==> src/rtl/mamba_sched_pkg.sv <==
// Shared types and sizing helpers for the Mamba step scheduler.
package mamba_sched_pkg;

  typedef enum logic [1:0] {
    IDLE  = 2'd0,
    ISSUE = 2'd1,
    DRAIN = 2'd2,
    DONE  = 2'd3
  } sched_state_e;

  function automatic int unsigned tiles_per_step(input int unsigned d, input int unsigned tile_size);
    return d / tile_size;
  endfunction

  function automatic int unsigned credit_w(input int unsigned max_outstanding);
    return $clog2(max_outstanding + 1);
  endfunction

endpackage

==> src/rtl/mamba_step_scheduler_credit.sv <==
// Saturating in-flight tile counter with a sticky underflow flag.
module credit_counter
  import mamba_sched_pkg::*;
#(
  parameter int unsigned MAX_OUTSTANDING = 8,
  parameter int unsigned CNT_W           = credit_w(MAX_OUTSTANDING)
) (
  input  logic             clk,
  input  logic             rst,
  input  logic             clr,
  input  logic             inc,
  input  logic             dec,
  output logic [CNT_W-1:0] count,
  output logic [CNT_W-1:0] count_nxt_c,
  output logic             underflow
);

  logic uf_set;

  // Issue and retire in the same cycle cancel; a retire with nothing in flight is an error.
  always_comb begin
    count_nxt_c = count;
    uf_set      = 1'b0;
    if (inc && !dec) begin
      if (count != CNT_W'(MAX_OUTSTANDING)) count_nxt_c = count + CNT_W'(1);
    end else if (dec && !inc) begin
      if (count == '0) uf_set = 1'b1;
      else             count_nxt_c = count - CNT_W'(1);
    end
  end

  always_ff @(posedge clk or posedge rst) begin
    if (rst) begin
      count     <= '0;
      underflow <= 1'b0;
    end else begin
      count     <= count_nxt_c;
      underflow <= (underflow && !clr) || uf_set;
    end
  end

endmodule

==> src/rtl/mamba_step_scheduler.sv <==
// Sequences MAC tile requests per timestep, bounds in-flight tiles and owns the EW state address.
module mamba_step_scheduler
  import mamba_sched_pkg::*;
#(
  parameter int unsigned TILE_SIZE       = 4,
  parameter int unsigned D               = 256,
  parameter int unsigned S_ADDR_W        = 6,
  parameter int unsigned MAX_OUTSTANDING = 8,
  parameter int unsigned STEP_W          = 16
) (
  input  logic                                   clk,
  input  logic                                   rst,
  input  logic                                   cfg_valid,
  output logic                                   cfg_ready,
  input  logic [STEP_W-1:0]                      cfg_num_steps,
  output logic                                   mac_req_valid,
  input  logic                                   mac_req_ready,
  output logic                                   mac_sof,
  input  logic                                   ew_in_valid,
  input  logic                                   ew_in_ready,
  output logic [S_ADDR_W-1:0]                    s_addr,
  input  logic                                   ew_out_valid,
  input  logic                                   ew_out_ready,
  output logic                                   busy,
  output logic                                   done,
  output logic [STEP_W-1:0]                      step_idx,
  output logic [$clog2(MAX_OUTSTANDING+1)-1:0]   outstanding,
  output logic                                   err_underflow
);

  localparam int unsigned TILES_PER_STEP = tiles_per_step(D, TILE_SIZE);
  localparam int unsigned CNT_W          = credit_w(MAX_OUTSTANDING);
  localparam int unsigned TILE_W         = S_ADDR_W;

  sched_state_e        state_q, state_nxt;
  logic [STEP_W-1:0]   num_steps_q;
  logic [TILE_W-1:0]   tile_cnt_q, tile_nxt;
  logic [STEP_W-1:0]   step_nxt;
  logic [S_ADDR_W-1:0] addr_nxt;
  logic [CNT_W-1:0]    cnt_nxt;
  logic                valid_nxt, sof_nxt;

  logic cfg_fire, issue_fire, join_fire, retire;
  logic last_tile, last_step;

  assign cfg_fire   = cfg_valid && cfg_ready;
  assign issue_fire = mac_req_valid && mac_req_ready;
  assign join_fire  = ew_in_valid && ew_in_ready;
  assign retire     = ew_out_valid && ew_out_ready;
  assign last_tile  = (tile_cnt_q == TILE_W'(TILES_PER_STEP - 1));
  assign last_step  = (step_idx == num_steps_q - STEP_W'(1));

  credit_counter #(
    .MAX_OUTSTANDING (MAX_OUTSTANDING),
    .CNT_W           (CNT_W)
  ) u_credit (
    .clk         (clk),
    .rst         (rst),
    .clr         (cfg_fire),
    .inc         (issue_fire),
    .dec         (retire),
    .count       (outstanding),
    .count_nxt_c (cnt_nxt),
    .underflow   (err_underflow)
  );

  // Next-state and next-output logic; outputs are registered from these values.
  always_comb begin
    state_nxt = state_q;
    tile_nxt  = tile_cnt_q;
    step_nxt  = step_idx;
    addr_nxt  = s_addr;

    if (join_fire) begin
      addr_nxt = (s_addr == S_ADDR_W'(TILES_PER_STEP - 1)) ? '0 : s_addr + S_ADDR_W'(1);
    end

    case (state_q)
      IDLE: begin
        if (cfg_fire) begin
          tile_nxt  = '0;
          step_nxt  = '0;
          addr_nxt  = '0;
          state_nxt = (cfg_num_steps == '0) ? DONE : ISSUE;
        end
      end
      ISSUE: begin
        if (issue_fire) begin
          if (last_tile) begin
            tile_nxt = '0;
            if (last_step) state_nxt = DRAIN;
            else           step_nxt  = step_idx + STEP_W'(1);
          end else begin
            tile_nxt = tile_cnt_q + TILE_W'(1);
          end
        end
      end
      DRAIN: begin
        if (outstanding == '0) state_nxt = DONE;
      end
      DONE:    state_nxt = IDLE;
      default: state_nxt = IDLE;
    endcase

    valid_nxt = (state_nxt == ISSUE) && (cnt_nxt < CNT_W'(MAX_OUTSTANDING));
    sof_nxt   = valid_nxt && (tile_nxt == '0);
  end

  always_ff @(posedge clk or posedge rst) begin
    if (rst) begin
      state_q       <= IDLE;
      cfg_ready     <= 1'b1;
      busy          <= 1'b0;
      done          <= 1'b0;
      mac_req_valid <= 1'b0;
      mac_sof       <= 1'b0;
      tile_cnt_q    <= '0;
      step_idx      <= '0;
      s_addr        <= '0;
      num_steps_q   <= '0;
    end else begin
      state_q       <= state_nxt;
      cfg_ready     <= (state_nxt == IDLE);
      busy          <= (state_nxt == ISSUE) || (state_nxt == DRAIN);
      done          <= (state_nxt == DONE);
      mac_req_valid <= valid_nxt;
      mac_sof       <= sof_nxt;
      tile_cnt_q    <= tile_nxt;
      step_idx      <= step_nxt;
      s_addr        <= addr_nxt;
      if (cfg_fire) num_steps_q <= cfg_num_steps;
    end
  end

endmodule

==> config.mk <==
export PLATFORM = sky130hd
export DESIGN_NAME = mamba_step_scheduler
export DESIGN_NICKNAME = d
export VERILOG_FILES = /design/src/rtl/mamba_sched_pkg.sv /design/src/rtl/mamba_step_scheduler_credit.sv /design/src/rtl/mamba_step_scheduler.sv
export SDC_FILE = /design/constraint.sdc
export NUM_CORES = 1
export LEC_CHECK = 0
export ABC_CLOCK_PERIOD_IN_PS = 4300
export BUFFER_PORTS_ARGS = -buffer_cell sky130_fd_sc_hd__buf_2
export CORE_ASPECT_RATIO = 0.9
export CORE_UTILIZATION = 50
export DETAILED_ROUTE_END_ITERATION = 8
export GPL_ROUTABILITY_DRIVEN = 0
export PLACE_DENSITY = 0.72
export SKIP_CTS_REPAIR_TIMING = 1
export SLEW_MARGIN = 20
export SYNTH_ARGS = -nofsm -noshare
export SYNTH_HDL_FRONTEND = slang
export SYNTH_HIERARCHICAL = 1
export SYNTH_SLANG_ARGS = --single-unit
==> constraint.sdc <==
create_clock -name clk -period 4.3 [get_ports clk]
set_input_delay 1.29 -clock clk [delete_from_list [all_inputs] [get_ports clk]]
set_output_delay 1.29 -clock clk [all_outputs]
set_load 0.01 [all_outputs]
==> results.ini, run 1 <==
[run_status]
outcome=finished clean

[global_routing]
grt_antenna_before_repair=0
grt_remaining_overflow=0
grt_first_pass_wirelength_um=12700
maximum_number_of_pins_on_one_net_before_global_route_repair=52
number_of_global_route_vias_before_repair=2672
grt.total_usage_pct=23.2

[synth]
synth.ff_latch_count=56
ys_async_sr_fraction_pct=100
ys_warn_count=6
synth_top_cells_by_area=dfrtp_1 (40%), mux2_2 (4.6%), ha_1 (3.3%)
syn-cell-area_sq_um=3410
synth-edff-count=0
seq_total_area_yosys_pct=41.1
synthFlopType=dfrtp_1
netlist-cell-type-count=62
synth_top_area_cell=dfrtp_1
post_synth.cell_area_avg_sq_um=9.54
synth_top_area_share_pct=40.3
synth_fp_nets=391
synthesis.instances=358

[timing]
final_min_period_over_clock_period_pct=90.4
fmax_ghz=0.257
final_period_minus_worst_setup_slack_ps=3890
grt_setup_unrepaired=false
finalClockSkew_ps=14.4
hold_violations=0
timing.setup.tns_ps=0
fin_hold_ws_ps=536
final_max_slew_viol_count=0
relSlewSlack_pct=40.9
report.final.setup_viol=0
timing_worst_slew_pin_value_ps=887

[floorplanning]
fp-row-count=28
die-area_sq_um=7160
initial_core_util_pct=51.8
chipWidth_um=89.1
die_y_um=80.4
design.portCount=56
placeableCoreArea_sq_um=6590

[place]
io_buffer_count=55
dpl.hpwl_um=5820
postPlaceCellArea_sq_um=3770

[worst_setup_path]
cp_max_fo=10
timing.setup.critical_path_class=reg2reg
reg2reg_slack_ps=410
timing.critical_path.required_ps=4480
r2r-start=num_steps_q[3]
startpoint_type=flip-flop
startpoint=num_steps_q[3]
worstSetupEndpointType=flip-flop
critical_path_arrival_ps=4070

[power]
totalPowerFinal_mw=2.01
pwr_density_cell_nw_per_um2=520
leakage_nw=1.65
vdd.ir_drop.worst_v=0.000235

[cells_and_area]
fin_nets=440
layout.filler_cells=597
num_antenna_cells=0
syn_to_final_growth_pct=13.0
final_layout_size_suffix_gt1_share_pct=24.5
utilization_pct=58.6
postLayoutCellArea_sq_um=3860

[clock_network]
cts.path.max_buffers=2
cts_buffers=5
clock_transition_at_the_registers_of_the_reported_paths_ps=90
tritoncts=built
numClockSinks=56
clock_insertion_delay_worst_skew_ps=320
clock_tree.root_cell=clkbuf_8
h-tree-depth=2

[routing]
antenna_violating_nets_post_route=0
first_iter_violations=158
detail_route.vias_per_cell=5.92
drt-pass1-iter-count=5
num_vias=2948
drt_wl_total_um=7830
drc=0
average_wire_per_cell_in_the_routed_design_um=15.7

[min_path]
hold_path.startpoint=u_credit/underflow
min_path_type=reg2reg

[flow_run]
maxCapViolations=0

-- placed cells by master, fill, tap and decap left out, types with 3 or more instances in the layout --
| cell type | n |
|---|---|
| o22ai_1 | 5 |
| ha_1 | 9 |
| nor2_1 | 18 |
| a21oi_1 | 19 |
| and3_1 | 6 |
| nand2_1 | 26 |
| or3_1 | 8 |
| and2_1 | 5 |
| nand2b_1 | 8 |
| o21ai_0 | 18 |
| or4_1 | 6 |
| nor4_1 | 8 |
| nor2b_1 | 5 |
| a211oi_1 | 3 |
| nand4_1 | 14 |
| buf_4 | 5 |
| inv_1 | 14 |
| dfrtp_1 | 55 |
| nand3_1 | 14 |
| xnor2_1 | 12 |
| clkbuf_8 | 6 |
| a31o_2 | 5 |
| buf_2 | 55 |
| nor3_1 | 5 |
| xor2_1 | 10 |
| o31ai_1 | 5 |
| nor4b_1 | 4 |
| mux2_2 | 14 |
-- synthesized netlist by cell type (8+ instances only) --
| cell type | count |
|---|---|
| mux2_2 | 14 |
| a21oi_1 | 19 |
| xnor2_1 | 12 |
| nand2b_1 | 8 |
| inv_1 | 15 |
| ha_1 | 9 |
| or3_1 | 8 |
| nor2_1 | 18 |
| xor2_1 | 10 |
| nor4_1 | 8 |
| clkbuf_1 | 12 |
| o21ai_0 | 18 |
| nand3_1 | 14 |
| dfrtp_1 | 55 |
| nand2_1 | 26 |
| nand4_1 | 14 |
-- area by class of cell --
cell class | count | area, sq um | share of cell area, %
Multi-Input combinational cell | 269 | 1880 | 48.8
Clock buffer | 8 | 90.1 | 2.34
Timing Repair Buffer | 60 | 313 | 8.11
Tap cell | 90 | 113 | 2.92
Sequential cell | 56 | 1400 | 36.4
Inverter | 15 | 57.6 | 1.49
-- path summary, 6_finish.rpt --
kind / cells after the start / endpoint
worst max-delay path: 12 / mac_sof
worst min-delay path: 2 / u_credit/underflow
worst max register to register: 12 / mac_sof
worst min register to register: 2 / u_credit/underflow
max in group asynchronous: 2 / step_idx[15]
min in group asynchronous: 2 / u_credit/count[1]
-- worst max-delay path, cell delays in order, from the launching register on --
cell and delay (ps):
dfrtp_1 500, nor4_2 660, a31o_2 260, nand4_1 90, or4_4 510, or4_1 520
or2_4 290, a221o_1 410, ha_1 190, nor2b_1 140, nand2b_1 60, or4_1 90
nor3_1 40
-- state kept, by name, indices dropped and copies added, names as in the netlist --
register and count:
done 1, step_idx 16, mac_req_valid 1, s_addr 6
busy 1, cfg_ready 1, tile_cnt_q 6, u_credit/count 4
u_credit/underflow 1, mac_sof 1, state_q 2, num_steps_q 16
-- power by group --
part           internal, mW  switching, mW  leakage (nW)  total [mW]
clock network         0.132          0.169        0.0455       0.301
logic                 0.379          0.409         0.891       0.788
registers             0.684          0.233         0.710       0.917
-- metrics by stage --
stage | std cells | worst slack [ps]
finish | 498 | 412
global route | 498 | 245
global placement | 490 | 489
detailed placement | 490 | 448
CTS | 498 | 408
floorplan | 358 | 546
-- routing by layer --
layer | routed length (um) | vias up | track usage (%)
met1 | 3630 | 1464 | 30.3
met4 | 57 | 0 | 4.76
li1 | - | 1435 | -
met3 | 266 | 4 | 5.34
met5 | 0 | - | 0
met2 | 3880 | 45 | 39.1
-- cells by family after synthesis --
family	Yosys count	share of synthesized area [%]
xor+xnor	22	5.64
compound gates	79	15.8
flops	56	41.1
buf+inv	33	4.18
mux	17	5.53
simple gates	142	24.4
fa+ha+maj	9	3.30
(Power assumes the default switching activity.)
==> run 2: changes to the inputs <==
- BUFFER_PORTS_ARGS: -buffer_cell sky130_fd_sc_hd__buf_2 -> -buffer_cell sky130_fd_sc_hd__clkbuf_2
- RECOVER_POWER: default -> 25
==> results.ini, run 2 (same netlist as run 1, synthesis figures left out) <==
[run_status]
outcome=finished clean

[floorplanning]
die_y_um=80.4
die-area_sq_um=7160
fp-row-count=28
chipWidth_um=89.1
placeableCoreArea_sq_um=6590
initial_core_util_pct=51.8
design.portCount=56

[cells_and_area]
mostFrequentLayoutCells=dfrtp_1 (55), clkbuf_2 (53), nand2_1 (26)
utilization_pct=58.6
num_antenna_cells=0
syn_to_final_growth_pct=13.1
fin_nets=441
final_common_cell=dfrtp_1
final_layout_size_suffix_gt1_share_pct=24.0
reg.largest.list=num_steps_q x16, step_idx x16

[routing]
drt_wl_total_um=8000
num_vias=2998
drt-pass1-iter-count=5
antenna_violating_nets_post_route=0
first_iter_violations=176
drc=0
detail_route.vias_per_cell=6.01
average_wire_per_cell_in_the_routed_design_um=16.0

[clock_network]
cts_buffers=5
clock_transition_at_the_registers_of_the_reported_paths_ps=100
numClockSinks=56
clock_tree.root_cell=clkbuf_8
cts.path.max_buffers=2
clock_insertion_delay_worst_skew_ps=310
h-tree-depth=2
tritoncts=built

[global_routing]
grtUsageMet2_pct=37.9
globalRoute.busiestLayer=met2
grt_remaining_overflow=0
gr-usage-met1_pct=31.4
met3_usage_pct=4.93
grt.total_usage_pct=23.2
grt_first_pass_wirelength_um=12900
maximum_number_of_pins_on_one_net_before_global_route_repair=32
number_of_global_route_vias_before_repair=2689
grt_antenna_before_repair=0

[timing]
grt_setup_unrepaired=false
final_period_minus_worst_setup_slack_ps=3900
hold_violations=0
final_max_slew_viol_count=0
timing_worst_slew_pin_value_ps=1190
report.final.setup_viol=0
fin_ws_ps=402
timing.setup.tns_ps=0
finalClockSkew_ps=11.9
final_min_period_over_clock_period_pct=90.7
fmax_ghz=0.257
relSlewSlack_pct=20.7

[place]
io_buffer_count=55
place_ws_ps=447
dpl.hpwl_um=5970

[worst_setup_path]
worstRegToRegCells=12
critical_path_arrival_ps=4080
worstSetupEndpointType=flip-flop
reg2reg_slack_ps=400
timing.setup.critical_path_class=reg2reg
worstReg2RegEnd=mac_sof
cp_max_fo=10
startpoint_type=flip-flop
timing.critical_path.required_ps=4480
r2r-start=num_steps_q[3]

[min_path]
hold_crit_depth=1
min_path_type=reg2reg
hold_path.startpoint=tile_cnt_q[5]
whs_endpoint=tile_cnt_q[5]

[power]
leakage_nw=1.63
pwr_density_cell_nw_per_um2=522
vdd.ir_drop.worst_v=0.000316

[flow_run]
maxCapViolations=0

-- run 2: changes by cell type in the layout (fill, tap and decap cells not counted), sizes merged --
cell    before  now
buf         60    6
inv         14   15
clkinv       1    0
clkbuf       8   63
-- run 2: worst max-delay path by stage --
stage / end / from / slack (ps)
CTS: mac_sof / num_steps_q[3] / 410
detailed placement: mac_sof / num_steps_q[3] / 450
finish: mac_sof / num_steps_q[3] / 400
global route: mac_sof / num_steps_q[3] / 160
global placement: mac_sof / num_steps_q[3] / 490
floorplan: mac_sof / num_steps_q[3] / 550
-- run 2: through the flow --
| step | std cells | power [mW] | cell area (sq um) | hold WS, ps |
|---|---|---|---|---|
| 2_1_floorplan | 358 | 1.48 | 3410 | 477 |
| 3_3_place_gp | 491 | 1.68 | 3770 | 504 |
| 3_5_place_dp | 491 | 1.71 | 3770 | 522 |
| 4_1_cts | 499 | 2.02 | 3860 | 535 |
| 5_1_grt | 499 | 2.16 | 3860 | 551 |
| 6_report | 499 | 2.01 | 3860 | 538 |
-- run 2: power by group --
part | switching (mW) | internal (mW) | leakage, nW
Combinational | 0.414 | 0.379 | 0.879
Clock | 0.169 | 0.132 | 0.0455
Sequential | 0.236 | 0.684 | 0.710
Total | 0.819 | 1.19 | 1.63
-- run 2: critical path: stages (launching register included) --
cell,delay [ps]
dfrtp_1,500
or4_4,620
nor4b_4,240
xnor2_1,110
or4_4,570
or4_1,520
or2_4,290
a221o_1,400
ha_1,190
nor2b_1,140
nand2b_1,70
or4_1,90
nor3_1,40
-- run 2: final cells by class --
class                      instances  area, sq um
clock buffer                       8         90.1
fill                             603         2730
inverter                          15         56.3
multi-input combinational        269         1880
sequential                        56         1400
tap                               90          113
timing repair buffer              61          318
-- run 2: routing by layer --
metal  vias to the layer above  share of wire [%]
li1                       1426                  -
met1                      1473                 44
met2                        91                 50
met3                         8                5.4
met4                         0                1.1
met5                         -                  0
